### src/rtl/button_pkg.sv
// Shared definitions for the button event block: FSM state encoding and
// elaboration-time helpers used to size the hold/repeat counter.
package button_pkg;

    localparam logic [1:0] S_IDLE    = 2'd0;
    localparam logic [1:0] S_PRESSED = 2'd1;
    localparam logic [1:0] S_LONG    = 2'd2;

    // Encoding 2'd3 is unused and steers back to IDLE in the FSM.
    typedef enum logic [1:0] {
        IDLE    = S_IDLE,
        PRESSED = S_PRESSED,
        LONG    = S_LONG
    } state_t;

    // Smallest width w such that 2**w >= value (0 for value <= 1).
    function automatic int clog2(input int value);
        int width;
        width = 0;
        while ((1 << width) < value) begin
            width++;
        end
        return width;
    endfunction

    // Counter width covering both terminal counts, never narrower than 1 bit.
    function automatic int counter_width(input int long_cyc, input int rep_cyc);
        int span;
        int width;
        span  = (long_cyc > rep_cyc) ? long_cyc : rep_cyc;
        width = clog2(span);
        return (width < 1) ? 1 : width;
    endfunction

endpackage

### src/rtl/sync_edge.sv
// Two-flop synchronizer for the asynchronous button level, followed by a
// previous-value flop so single-cycle rise/fall strobes can be derived.
module sync_edge (
    input  logic clock,
    input  logic reset,
    input  logic d,
    output logic level,
    output logic rise,
    output logic fall
);

    logic s1;
    logic s2;
    logic s3;

    // Synchronizer chain plus delayed copy for edge detection.
    always_ff @(posedge clock or posedge reset) begin
        // NOTE: non-blocking assignments make every flop sample the old value of
        // its neighbour, which is what turns these three lines into a shift chain.
        if (reset) begin
            s1 <= 1'b0;
            s2 <= 1'b0;
            s3 <= 1'b0;
        end else begin
            s1 <= d;
            s2 <= s1;
            s3 <= s2;
        end
    end

    assign level = s2;
    assign rise  = s2 & ~s3;
    assign fall  = ~s2 & s3;

endmodule

### src/rtl/button_event.sv
// Turns a debounced button level into press / release / long_press / repeat
// pulses plus a held level. Timing is counted in clock cycles derived from
// CLK_HZ so the millisecond parameters stay human-readable.
module button_event
    import button_pkg::*;
#(
    parameter int CLK_HZ    = 100000000,
    parameter int LONG_MS   = 1000,
    parameter int REPEAT_MS = 200
) (
    input  logic clock,
    input  logic reset,
    input  logic db_in,
    output logic press,
    output logic release_pulse,
    output logic long_press,
    output logic repeat_pulse,
    output logic held
);

    localparam int LONG_CYC = CLK_HZ / 1000 * LONG_MS;
    localparam int REP_CYC  = CLK_HZ / 1000 * REPEAT_MS;
    localparam int CNT_W    = counter_width(LONG_CYC, REP_CYC);
    localparam bit REP_ON   = (REP_CYC != 0);

    localparam logic [CNT_W-1:0] LONG_LAST = CNT_W'(LONG_CYC - 1);
    localparam logic [CNT_W-1:0] REP_LAST  = CNT_W'(REP_ON ? REP_CYC - 1 : 0);
    localparam logic [CNT_W-1:0] CNT_ONE   = CNT_W'(1);
    localparam logic [CNT_W-1:0] CNT_MAX   = '1;

    logic level_unused;
    logic rise;
    logic fall;

    state_t           state;
    state_t           state_next;
    logic [CNT_W-1:0] cnt;
    logic [CNT_W-1:0] cnt_next;
    logic             press_next;
    logic             release_next;
    logic             long_next;
    logic             repeat_next;
    logic             held_next;

    sync_edge u_sync_edge (
        .clock (clock),
        .reset (reset),
        .d     (db_in),
        .level (level_unused),
        .rise  (rise),
        .fall  (fall)
    );

    // Next-state, counter and pulse decode; fall always wins over a terminal count.
    always_comb begin
        // NOTE: every output of this block gets a default up front so no path
        // leaves a value unassigned, which would otherwise infer a latch.
        state_next   = state;
        cnt_next     = cnt;
        press_next   = 1'b0;
        release_next = 1'b0;
        long_next    = 1'b0;
        repeat_next  = 1'b0;

        case (state)
            IDLE: begin
                if (rise) begin
                    state_next = PRESSED;
                    cnt_next   = '0;
                    press_next = 1'b1;
                end
            end
            PRESSED: begin
                if (fall) begin
                    state_next   = IDLE;
                    cnt_next     = '0;
                    release_next = 1'b1;
                end else if (cnt == LONG_LAST) begin
                    state_next = LONG;
                    cnt_next   = '0;
                    long_next  = 1'b1;
                end else begin
                    cnt_next = cnt + CNT_ONE;
                end
            end
            LONG: begin
                if (fall) begin
                    state_next   = IDLE;
                    cnt_next     = '0;
                    release_next = 1'b1;
                end else if (REP_ON && (cnt == REP_LAST)) begin
                    cnt_next    = '0;
                    repeat_next = 1'b1;
                end else if (cnt != CNT_MAX) begin
                    cnt_next = cnt + CNT_ONE;
                end
            end
            default: begin
                state_next = IDLE;
                cnt_next   = '0;
            end
        endcase

        held_next = (state_next != IDLE);
    end

    // State, counter and registered outputs.
    always_ff @(posedge clock or posedge reset) begin
        if (reset) begin
            state         <= IDLE;
            cnt           <= '0;
            press         <= 1'b0;
            release_pulse <= 1'b0;
            long_press    <= 1'b0;
            repeat_pulse  <= 1'b0;
            held          <= 1'b0;
        end else begin
            state         <= state_next;
            cnt           <= cnt_next;
            press         <= press_next;
            release_pulse <= release_next;
            long_press    <= long_next;
            repeat_pulse  <= repeat_next;
            held          <= held_next;
        end
    end

endmodule

### config.mk
export PLATFORM = sky130hd
export DESIGN_NAME = button_event
export DESIGN_NICKNAME = d
export VERILOG_FILES = /design/src/rtl/button_pkg.sv /design/src/rtl/sync_edge.sv /design/src/rtl/button_event.sv
export SDC_FILE = /design/constraint.sdc
export NUM_CORES = 1
export LEC_CHECK = 0
export CORE_ASPECT_RATIO = 0.8
export CORE_UTILIZATION = 50
export CTS_CLUSTER_DIAMETER = 40
export DETAILED_ROUTE_END_ITERATION = 12
export PLACE_DENSITY = 0.7
export SLEW_MARGIN = 10
export SYNTH_ARGS = -nofsm -noshare
export SYNTH_HDL_FRONTEND = slang
export SYNTH_SLANG_ARGS = --single-unit
### constraint.sdc
create_clock -name clock -period 2.1 [get_ports clock]
set_input_delay 0.63 -clock clock [delete_from_list [all_inputs] [get_ports clock]]
set_output_delay 0.63 -clock clock [all_outputs]
set_load 0.05 [all_outputs]
==> run metrics, run 1 <==
worst setup margin -0.3067 ns; # hold bufs at CTS 0; CORE AREA between 3000 and 4000 um2; num ports 8; setup TNS -7.042 ns; CTS max path bufs 2; share of total power in sequential cells approximately two fifths; nets between 200 and 300; WS Path Type flip-flop to flip-flop; WHS Endpoint u_sync_edge.level; Fmax around 420 MHz; aggregate global-route resource usage between 20% and 30%; Hold Vio Cnt, Final 0; wire per inst between 15 and 20 um; EDFF count, synth 0; number of synthesized register bits 37; GR Overflow Total 0; final wirelength 6042 um; CTS tree yes; flop2flop setup slack -0.31 ns; Min Clock Period, post-route ~2.4 ns; Pins Over Slew Limit 0; hold path depth 0; R2R Path Start cnt[12]; total CTS buffers 5; Post-DP Area between 2000 and 2500 um2; DRT antenna net count 0; ys flop type dfrtp_1; die width between 70 and 80 um; Syn Inst Count between 200 and 250; Reg2Reg Capture Point cnt[6]; failing checks negative setup slack; Post-DP HPWL between 3000 and 4000 um; Setup-failing EPs final 29; max cap viols 0; port bufs 7; synthesized area 2069 um2; Critical Path AT around 2.6 ns; worst-path maximum fanout 8; fin util between 70% and 80%; GP Congestion between 0.9 and 1; hold_sp u_sync_edge.s1; Leakage Power between 1 and 1.5 nW; largest net degree at the start of global routing 38; first-pass GRT wire length slightly below 9000 um; Filler cells 255; clock power share 25.8%; Final period util 114.6%; vias in the first global route about 1900; DR vias/cell roughly 6.5; startpoint types flip-flop; CTS clock-pin slew for the worst setup and hold paths around 0.07 ns; vias 2038; DRC violations left 0; initial antenna violation count 0; Mapped Nets 225; top-area cell type share of the netlist area 44.74%; multi-input logic area between 1000 and 1500 um2; YS warnings 0; n_diodes 0; largest cells by area after synthesis dfrtp_1 45%, nand3_1 6.3%, nand2_1 5.8%, ha_1 3.0%, o311ai_0 3.0%; CTS Sinks 37; # rows 20; Area growth, synth to finish 40.08%; worst vdd ir roughly 0.00049 V; layout cell share with drive strength beyond 1 between 30 and 40%; Sw Pwr a little over 700 uW; Initial Util 53.35%; worst r2r path cells 7; RSZ-0062 raised after global routing true; Seq. cell area between 900 and 1000 um2; sequential area share after synthesis 44.74%; area leader, netlist dfrtp_1; first-pass iteration count of the detailed router 5; Synth async-reset ratio between 90% and 100%; PwrDens approximately 700 nW/um2; CTS root buf clkbuf_8; switching part of the total 35.62%; number of distinct library cells after synthesis 43; Clk Latency, worst-skew pair just under 0.3 ns; Critical Path Sink Type flip-flop; worst-margin pin slew slightly above 0.5 ns; combinational power share a little over a third; Mapped Avg Cell Area 9.537 um2; drt initial violations 220; pre-CTS setup slack -0.1775 ns; htree depth 2; Max transition margin 65.86%; die footprint 4402 um2; Min-Delay Path Class flip-flop to flip-flop; DIE HEIGHT around 60 um; Setup Skew 0.006061 ns; Finished Cell Area around 2900 um2; status finished with violations; Critical Path RT approximately 2.3 ns; Internal Power 1.276 mW
## critical path: stages, from the launching register on
cell and delay, ns:
dfrtp_1 0.39, or4bb_4 0.56, nor4_4 0.46, a31oi_4 0.18
o21a_4 0.30, buf_12 0.17, a31oi_4 0.14, o31ai_2 0.09
## worst max-delay path by stage
stage | start | endpoint | cells after the start
after detailed placement | cnt[17] | cnt[12] | 7
after CTS | cnt[9] | cnt[16] | 6
after floorplan | cnt[17] | cnt[20] | 8
final | cnt[12] | cnt[6] | 7
after global routing | cnt[12] | cnt[20] | 7
after global placement | cnt[17] | cnt[12] | 7
## layout make-up
cell class                      count  area share, %
Clock buffer                        7          2.978
Inverter                            5         0.6474
Multi-Input combinational cell    166          48.42
Sequential cell                    37          31.98
Tap cell                           55          2.374
Timing Repair Buffer               45          13.60
## state kept, by name, summed over array words and instances (netlist names)
register	count
u_sync_edge.level	1
long_press	1
cnt	27
held	1
repeat_pulse	1
press	1
u_sync_edge.s3	1
u_sync_edge.s1	1
state	2
release_pulse	1
## cell families (layout without fill, tap and decap cells)
family          after synthesis  count (layout)  share of synthesized area, %
simple gates                114             114                         30.17
compound gates               47              47                         17.23
flops                        37              37                         44.74
buf+inv                      14              57                         4.837
fa+ha+maj                     5               5                         3.023
## cell usage in the layout, fill, tap and decap left out, types with 2 or more instances in the layout
cell	Yosys	layout
buf_4	0	35
nand2_1	32	31
o21ai_2	0	2
and3_2	3	3
and2_1	5	5
inv_1	5	5
nand4_1	9	9
and3_1	2	2
dfrtp_1	37	36
o21ai_1	2	6
o311ai_4	0	4
nor3_2	0	2
a31oi_1	6	3
nand3_2	0	7
nor4_1	5	4
nor2_1	7	6
clkbuf_8	0	6
ha_1	5	5
nor3_1	6	3
nor2b_1	6	6
a2bb2oi_2	0	2
a31oi_4	0	3
o31ai_1	7	6
nand3_4	0	5
a22o_1	6	6
clkdlybuf4s50_1	0	6
nand3_1	26	14
o311ai_2	0	6
## per-stage QoR
step	power [mW]	instances	hold WS [ns]
after CTS	1.845	312	0.3878
after global placement	1.261	303	0.3460
after floorplan	1.129	217	0.3312
after detailed placement	1.275	303	0.3721
after global routing	2.060	315	0.3850
final	1.982	315	0.3834
## power by group through the flow
stage | clock network (mW) | registers (mW) | logic (mW)
final | 0.511 | 0.767 | 0.704
after global routing | 0.544 | 0.769 | 0.746
after CTS | 0.522 | 0.766 | 0.558
after detailed placement | 0 | 0.779 | 0.496
after global placement | 0 | 0.777 | 0.484
after floorplan | 0 | 0.832 | 0.298
## Yosys cell counts (all sizes together), types with 7 or more instances
master	count
a22o	7
buf	7
dfrtp	37
nand2	33
nand3	26
nand4	9
nor2	8
o21ai	8
o311ai	11
o31ai	7
## routing by layer
layer | share of wire (%) | vias to the layer above | GRT usage, %
met5 | 0 | - | 0
met4 | 3.1 | 0 | 9.890
met3 | 5.7 | 23 | 7.143
met2 | 47 | 91 | 42.60
met1 | 44 | 1013 | 37.54
li1 | - | 911 | -
## timing repair
action,4_1_cts,5_1_grt
gates resized for setup,17,55
buffers inserted,2,2
pin swaps,11,15
endpoints found under the hold margin,0,0
gates cloned,0,1
setup endpoints to repair,28,29
No activity file was read; power rests on OpenSTA's default activity.
==> run 2: changes to the inputs <==
CTS_CLUSTER_SIZE = 16   (was not set)
SKIP_CTS_REPAIR_TIMING = 1   (was not set)
==> run 2 against run 1 <==
Net effect: setup slack improved by 0.012 ns; design area shrank 6.4%; clock skew grew 0.00062 ns; hold slack improved by 0.0099 ns; die area unchanged; first-iteration DRC count is 0.91% higher; sequential power barely moved; the flow still finishes with violations (negative setup slack); sequential share of layout area up 2.1 points; highest routed layer unchanged; wire length down 4.0%.
==> run metrics, run 2 (synthesized netlist as in run 1, its figures left out) <==
layout cell share with drive strength beyond 1 roughly a third; Critical Path RT about 2.3 ns; Min Clock Period, post-route roughly 2.4 ns; vias just over 2000; met3 Usage GRT 6.973%; Fmax about 420 MHz; hold path depth 0; register name with the most flops cnt; startpoint types flip-flop; grt met2 use between 30% and 40%; Post-DP HPWL about 3700 um; die width 73.93 um; first-pass iteration count of the detailed router 4; DR vias/cell 6.530; GRT busiest layer met2; Critical Path AT 2.57 ns; status finished with violations; Pins Over Slew Limit 0; most frequent cells in the layout 37 x dfrtp_1, 33 x buf_4, 31 x nand2_1, 17 x nand3_1; Critical Path Sink Type flip-flop; Clk Latency, worst-skew pair about 0.29 ns; DIE HEIGHT approximately 60 um; DRT antenna net count 0; aggregate global-route resource usage about a quarter; Reg2Reg Capture Point cnt[19]; CTS root buf clkbuf_8; Final period util 114.0%; GP Congestion around 0.94; Largest register FFs 27; WS Path Type flip-flop to flip-flop; flop2flop setup slack -0.29 ns; max cap viols 0; WHS Endpoint u_sync_edge.level; Leakage Power around 1.1 nW; Layout Cells excl Fill around 310; Hold Vio Cnt, Final 0; commonest non-fill, non-tap cell in the layout dfrtp_1; drt initial violations 222; nets 266; Setup-failing EPs final 29; PwrDens slightly above 700 nW/um2; Finished Cell Area 2714 um2; wire per inst roughly 19 um; RSZ-0062 raised after global routing true; Setup Skew 0.006683 ns; htree depth 2; CORE AREA about 3900 um2; worst-path maximum fanout 5; worst r2r path cells 7; CTS clock-pin slew for the worst setup and hold paths about 0.070 ns; Post-DP Area ~2400 um2; CP max stage cell or4b_4; # rows 20; worst-margin pin slew between 0.6 and 0.7 ns; largest net degree at the start of global routing 38; CTS max path bufs 2; failing checks negative setup slack; CTS tree yes; Area growth, synth to finish 31.14%; CTS Sinks 37; vias in the first global route 1794; port bufs 7; worst setup margin -0.2943 ns; GR Overflow Total 0; Min-Delay Path Class flip-flop to flip-flop; worst vdd ir about 0.00047 V; met1 Track Usage GR a little over a third; total CTS buffers 5; slowest stage delay, CP roughly 0.55 ns; initial antenna violation count 0; top flop regs cnt x27, state x2; final wirelength 5802 um; crit-path cells or4b_4, nor4_4, a31oi_2, o21a_4, buf_6, a31oi_1, o31ai_1; first-pass GRT wire length roughly 8500 um; num ports 8; # placed instances ~300; n_diodes 0; Initial Util roughly 53%; DRC violations left 0; R2R Path Start cnt[9]; hold_sp u_sync_edge.s1; die footprint roughly 4400 um2; Max transition margin a little under three fifths
[run 2: cell type report]
type | count | area [um2]
Tap cell | 55 | 68.82
Fill cell | 304 | 1165
Inverter | 5 | 18.77
Clock buffer | 7 | 86.33
Timing Repair Buffer | 43 | 356.6
Multi-Input combinational cell | 166 | 1257
Sequential cell | 37 | 925.9
[run 2: how the worst max path moves through the flow]
stage             from  endpoint  cells past startpoint  slack [ns]
3_5_place_dp   cnt[17]   cnt[12]                      7       -0.18
3_3_place_gp   cnt[17]   cnt[12]                      7       -0.10
6_report        cnt[9]   cnt[19]                      7       -0.29
5_1_grt         cnt[9]   cnt[19]                      7       -0.37
4_1_cts        cnt[17]   cnt[12]                      7       -0.19
2_1_floorplan  cnt[17]   cnt[20]                      8       -0.09
[run 2: critical path, delay by kind of cell (launching register included)]
family	cells	cell delay [ns]
simple gates	2	0.90
compound gates	4	0.80
flops	1	0.41
buf+inv	1	0.15
[run 2: where the power goes]
group	total, mW	internal (mW)	switching, mW	leakage, nW
registers	0.766	0.746	0.0207	0.506
clock network	0.511	0.260	0.250	0.0443
logic	0.657	0.249	0.408	0.563
total	1.93	1.26	0.679	1.11
[run 2: stage by stage]
step                      utilization (%)  hold slack, ns  TNS (ns)  power, mW  setup WS, ns
after floorplan                         -          0.3312   -0.6500      1.129      -0.08834
after global placement              61.16          0.3460    -1.565      1.261       -0.1049
after detailed placement            61.16          0.3721    -3.018      1.275       -0.1775
after CTS                           63.39          0.3878    -3.388      1.787       -0.1892
after global routing                69.97          0.3856    -7.941      2.016       -0.3741
final                               69.97          0.3933    -6.008      1.935       -0.2943
[run 2: metal layers]
metal,up-vias,share of wire (%)
met3,19,8.8
met5,-,0
met1,1011,42
met4,0,2.4
met2,110,47
li1,904,-
